[src/rtl/matrix_frame_scheduler.sv]
// Double-buffered 8x8 RGB frame store with a two-requester round-robin write arbiter.
// Optional MATRIX_CLEAR_ON_SWAP_EN: after each swap the new back buffer is cleared over 8 cycles.
module matrix_frame_scheduler #(
    parameter logic [23:0] CLR_VALUE = 24'h000000
) (
    input  logic             clk,
    input  logic             reset,
    input  logic             wr_valid0,
    input  logic [2:0]       wr_row0,
    input  logic [23:0]      wr_data0,
    output logic             wr_ready0,
    input  logic             wr_valid1,
    input  logic [2:0]       wr_row1,
    input  logic [23:0]      wr_data1,
    output logic             wr_ready1,
    input  logic             commit,
    input  logic             frame_sync,
    output logic             commit_pending,
    output logic             swap_done,
    output logic [7:0][23:0] front_data
);

    localparam logic [1:0] IDLE  = 2'd0;
    localparam logic [1:0] PEND  = 2'd1;
`ifdef MATRIX_CLEAR_ON_SWAP_EN
    localparam logic [1:0] CLEAR = 2'd2;
`endif

    logic [1:0]       state;
    logic             sel;
    logic             rr;
    logic [7:0][23:0] buf_a;
    logic [7:0][23:0] buf_b;
    logic             grant0;
    logic             grant1;
    logic             we;
    logic [2:0]       we_row;
    logic [23:0]      we_data;
`ifdef MATRIX_CLEAR_ON_SWAP_EN
    logic [2:0]       clr_row;
`endif

    // A lone requester always wins; on contention the rr pointer picks.
    always_comb begin
        grant0 = wr_valid0 && (!wr_valid1 || !rr);
        grant1 = wr_valid1 && (!wr_valid0 || rr);
    end

    assign wr_ready0      = (state == IDLE) && grant0;
    assign wr_ready1      = (state == IDLE) && grant1;
    assign commit_pending = (state == PEND);
    assign front_data     = sel ? buf_b : buf_a;

    always_comb begin
        we      = 1'b0;
        we_row  = 3'd0;
        we_data = 24'd0;
        if (wr_ready0) begin
            we      = 1'b1;
            we_row  = wr_row0;
            we_data = wr_data0;
        end else if (wr_ready1) begin
            we      = 1'b1;
            we_row  = wr_row1;
            we_data = wr_data1;
        end
`ifdef MATRIX_CLEAR_ON_SWAP_EN
        else if (state == CLEAR) begin
            we      = 1'b1;
            we_row  = clr_row;
            we_data = CLR_VALUE;
        end
`endif
    end

    always_ff @(posedge clk or negedge reset) begin
        if (!reset) begin
            state     <= IDLE;
            sel       <= 1'b0;
            rr        <= 1'b0;
            swap_done <= 1'b0;
`ifdef MATRIX_CLEAR_ON_SWAP_EN
            clr_row   <= 3'd0;
`endif
        end else begin
            swap_done <= 1'b0;
            if (state == IDLE && wr_valid0 && wr_valid1) begin
                rr <= ~rr;
            end
            case (state)
                IDLE: begin
                    if (commit) begin
                        state <= PEND;
                    end
                end
                PEND: begin
                    if (frame_sync) begin
                        sel       <= ~sel;
                        swap_done <= 1'b1;
`ifdef MATRIX_CLEAR_ON_SWAP_EN
                        state     <= CLEAR;
                        clr_row   <= 3'd0;
`else
                        state     <= IDLE;
`endif
                    end
                end
`ifdef MATRIX_CLEAR_ON_SWAP_EN
                CLEAR: begin
                    clr_row <= clr_row + 3'd1;
                    if (clr_row == 3'd7) begin
                        state <= IDLE;
                    end
                end
`endif
                default: state <= IDLE;
            endcase
        end
    end

    // The back buffer is whichever one is not currently presented.
    always_ff @(posedge clk or negedge reset) begin
        if (!reset) begin
            buf_a <= {8{CLR_VALUE}};
            buf_b <= {8{CLR_VALUE}};
        end else if (we) begin
            if (sel) begin
                buf_a[we_row] <= we_data;
            end else begin
                buf_b[we_row] <= we_data;
            end
        end
    end

endmodule

[config.mk]
export PLATFORM = sky130hd
export DESIGN_NAME = matrix_frame_scheduler
export DESIGN_NICKNAME = d
export VERILOG_FILES = /design/src/rtl/matrix_frame_scheduler.sv
export SDC_FILE = /design/constraint.sdc
export NUM_CORES = 1
export LEC_CHECK = 0
export CAP_MARGIN = 40
export CORE_MARGIN = 2
export CORE_UTILIZATION = 45
export DETAILED_ROUTE_END_ITERATION = 8
export GPL_TIMING_DRIVEN = 0
export PLACE_DENSITY = 0.68
export SLEW_MARGIN = 20
export SYNTH_ARGS = -nofsm -noshare
export SYNTH_HDL_FRONTEND = slang
export SYNTH_SLANG_ARGS = --single-unit
[constraint.sdc]
create_clock -name clk -period 3.2 [get_ports clk]
set_clock_uncertainty 0.05 [all_clocks]
set_input_delay 0.64 -clock clk [delete_from_list [all_inputs] [get_ports clk]]
set_output_delay 0.64 -clock clk [all_outputs]
set_load 0.1 [all_outputs]
==> flow_summary.json <==
{
  "synth-simple-area-share": 0.0274,
  "io_buffers": 254,
  "fp-row-count": 73,
  "final_cells": 2176,
  "yosys-top-cells-area": "dfrtp_1, mux2_2, mux2_4, buf_6, a32oi_1",
  "r2r-start": "rr$_DFFE_PN0P_",
  "fin_crit_ns": 3.17,
  "hold_violations": 0,
  "synth_top_area_share": 0.537,
  "antenna_found_initial": 0,
  "avgSynthCellArea_um2": 15.8,
  "synth_cell_types": 25,
  "via_per_inst": 5.28,
  "hp-class": "in -> reg",
  "synth_nets": 1202,
  "ys_warn_count": 0,
  "synth_seq_cells": 388,
  "maxSlewHeadroom": 0.458,
  "synth_compound_area_frac": 0.0196,
  "synth_fa_ha_area_frac": 0,
  "r2r_slack_ns": 0.18,
  "clock-sinks": 388,
  "crit_required_ns": 2.51,
  "finalCritPeriodShare": 0.990,
  "rsz0062_at_grt": "true",
  "grt_remaining_overflow": 0,
  "seq_area_mm2": 0.00971,
  "area_growth_pct": 45.4,
  "io_pins": 256,
  "yosys.area_share.xor_xnor": 0.000968,
  "critPathArrivalTime_ns": 2.48,
  "timing.final.ws_setup_ns": 0.0319,
  "drtIter0Drc": 592,
  "synth_top_family_by_area": "multiplexers",
  "cts_htree_levels": 2,
  "setup.worst_path.end_class": "output port",
  "fillers": 2738,
  "syn_area_mm2": 0.0181,
  "clk_pin_slew_ns": 0.06,
  "worstRegToRegCells": 7,
  "multi_input_area_mm2": 0.00780,
  "ys_seq_area_frac": 0.537,
  "finalSetupTns_ns": 0,
  "gp_congestion": 0.789,
  "cts_buffer_depth": 3,
  "die_x_um": 205,
  "clkLatencyLatePin_ns": 0.54,
  "cp-start-kind": "flop",
  "max_cap_viol_count": 0,
  "dp_cells": 2123,
  "core_region_area_mm2": 0.0397,
  "grt_start_max_net_pins": 103,
  "drive_gt1_frac": 0.555,
  "start_util": 0.455,
  "drv_slew": 0,
  "via_count": 11500,
  "postRouteAntennaNets": 0,
  "fmax_mhz": 316,
  "cts_root_buffer": "clkbuf_16",
  "grt.total_usage": 0.248,
  "setup.worst_path.start": "sel$_DFFE_PN0P_",
  "endpoint": "front_data[54]",
  "min_path_cells": 3,
  "synthCells": 1142,
  "grt_pass1_wl_um": 78400,
  "cp_max_fo": 10,
  "finalCoreUtilization": 0.662,
  "critical_path_class": "reg -> out",
  "wl_per_cell_um": 23.4,
  "muxShareOfSynthArea": 0.383,
  "synth_top_area_cell": "dfrtp_1",
  "dp_hpwl_um": 36600,
  "setup_viol": 0,
  "cts_tree": "built",
  "routed_wl_um": 51000,
  "antenna_cells": 0,
  "grt_pass1_vias": 12800,
  "dp_slack_ns": -0.547,
  "tightest_slew_ns": 0.813,
  "fin_nets": 1686,
  "outcome": "complete, no violations",
  "drt_pass1_iterations": 4,
  "die_h_um": 205,
  "die_area_mm2": 0.0418,
  "worstReg2RegEnd": "buf_b[43]$_DFFE_PN0P_",
  "cts-buffers-inserted": 42,
  "drc": 0
}
-- critical path, cell delays in order, from the launching register on --
cell and delay (ns):
dfrtp_2 0.40, clkbuf_8 0.21, clkbuf_4 0.27, mux2_2 0.36
clkdlybuf4s50_1 0.47, buf_8 0.19
-- state kept, by name (all words and copies together) (netlist names) --
signal,flops
state,1
buf_b,192
sel,1
swap_done,1
rr,1
buf_a,192
-- cell usage after synthesis --
master and number:
mux2_1 15, a32oi_1 24, buf_2 6, and2_1 2, o211ai_2 1, nand2b_4 1
a21boi_4 1, xnor2_1 1, nor2_1 27, mux2_2 441, buf_1 2, mux2_4 120
buf_6 22, buf_4 13, and3_1 1, xor2_1 1, a32o_1 3, nor3_4 1
a32oi_4 3, nand3_1 1, nor4_4 8, dfrtp_1 388, inv_1 1, clkbuf_1 51
nand4_4 8
-- how the worst min path moves through the flow --
stage,startpoint,end,slack [ns]
6_report,wr_valid0,rr$_DFFE_PN0P_,0.42
5_1_grt,wr_valid0,rr$_DFFE_PN0P_,0.42
4_1_cts,buf_a[36]$_DFFE_PN0P_,buf_a[36]$_DFFE_PN0P_,0.44
3_5_place_dp,buf_a[103]$_DFFE_PN0P_,buf_a[103]$_DFFE_PN0P_,0.43
3_3_place_gp,buf_a[12]$_DFFE_PN0P_,buf_a[12]$_DFFE_PN0P_,0.41
2_1_floorplan,reset,buf_a[0]$_DFFE_PN0P_,0.29
-- final cells by class --
class,count,share of cell area
inverter,1,0.000143
timing repair buffer,441,0.230
buffer,93,0.0282
clock buffer,61,0.0481
sequential,388,0.369
multi-input combinational,659,0.297
tap,525,0.0250
clock inverter,8,0.00271
-- per-stage QoR --
stage                     area, µm²  hold WS, ns
after detailed placement      25000        0.425
after floorplan               18100        0.294
final                         26300        0.416
after global placement        21300        0.414
after global routing          26300        0.425
after CTS                     26500        0.438
-- cells in the final DEF (no fill, tap or decap), types with 2 or more instances in the layout --
master / n
clkdlybuf4s50_1: 227
buf_8: 151
buf_2: 6
buf_16: 51
a32o_1: 3
a32oi_4: 3
mux2_2: 441
clkinv_2: 6
clkbuf_8: 22
a32oi_1: 24
clkbuf_1: 38
nor2_1: 27
dlygate4sd2_1: 6
mux2_4: 120
buf_4: 22
nand4_4: 8
dfrtp_1: 387
nor4_4: 8
and2_1: 2
clkbuf_4: 2
clkbuf_16: 45
mux2_1: 15
buf_6: 23
-- cell families after synthesis --
kind of cell,Yosys count
muxes,576
buffers and inverters,95
AOI/OAI and AO/OA,32
xor gates and xnor gates,2
DFF,388
and+or+nand+nor,49
-- what timing repair did --
item / CTS / global route
resized for setup: 66 / 6
hold buffers: 1 / 0
setup buffers: 3 / 0
hold endpoints to repair: 44 / 0
setup endpoints to repair: 194 / 55
cloned: 0 / 0
-- routing by layer --
metal  vias to the layer above  track usage  routed length, µm
met5                         -            0                  0
met4                         0       0.0753               1440
met3                        88       0.0337               1900
met2                       269        0.406              24700
met1                      6033        0.343              22900
li1                       5099            -                  -
Power is not shown: default switching activity piles up to over one toggle a cycle in this logic, so the estimate is an artifact.
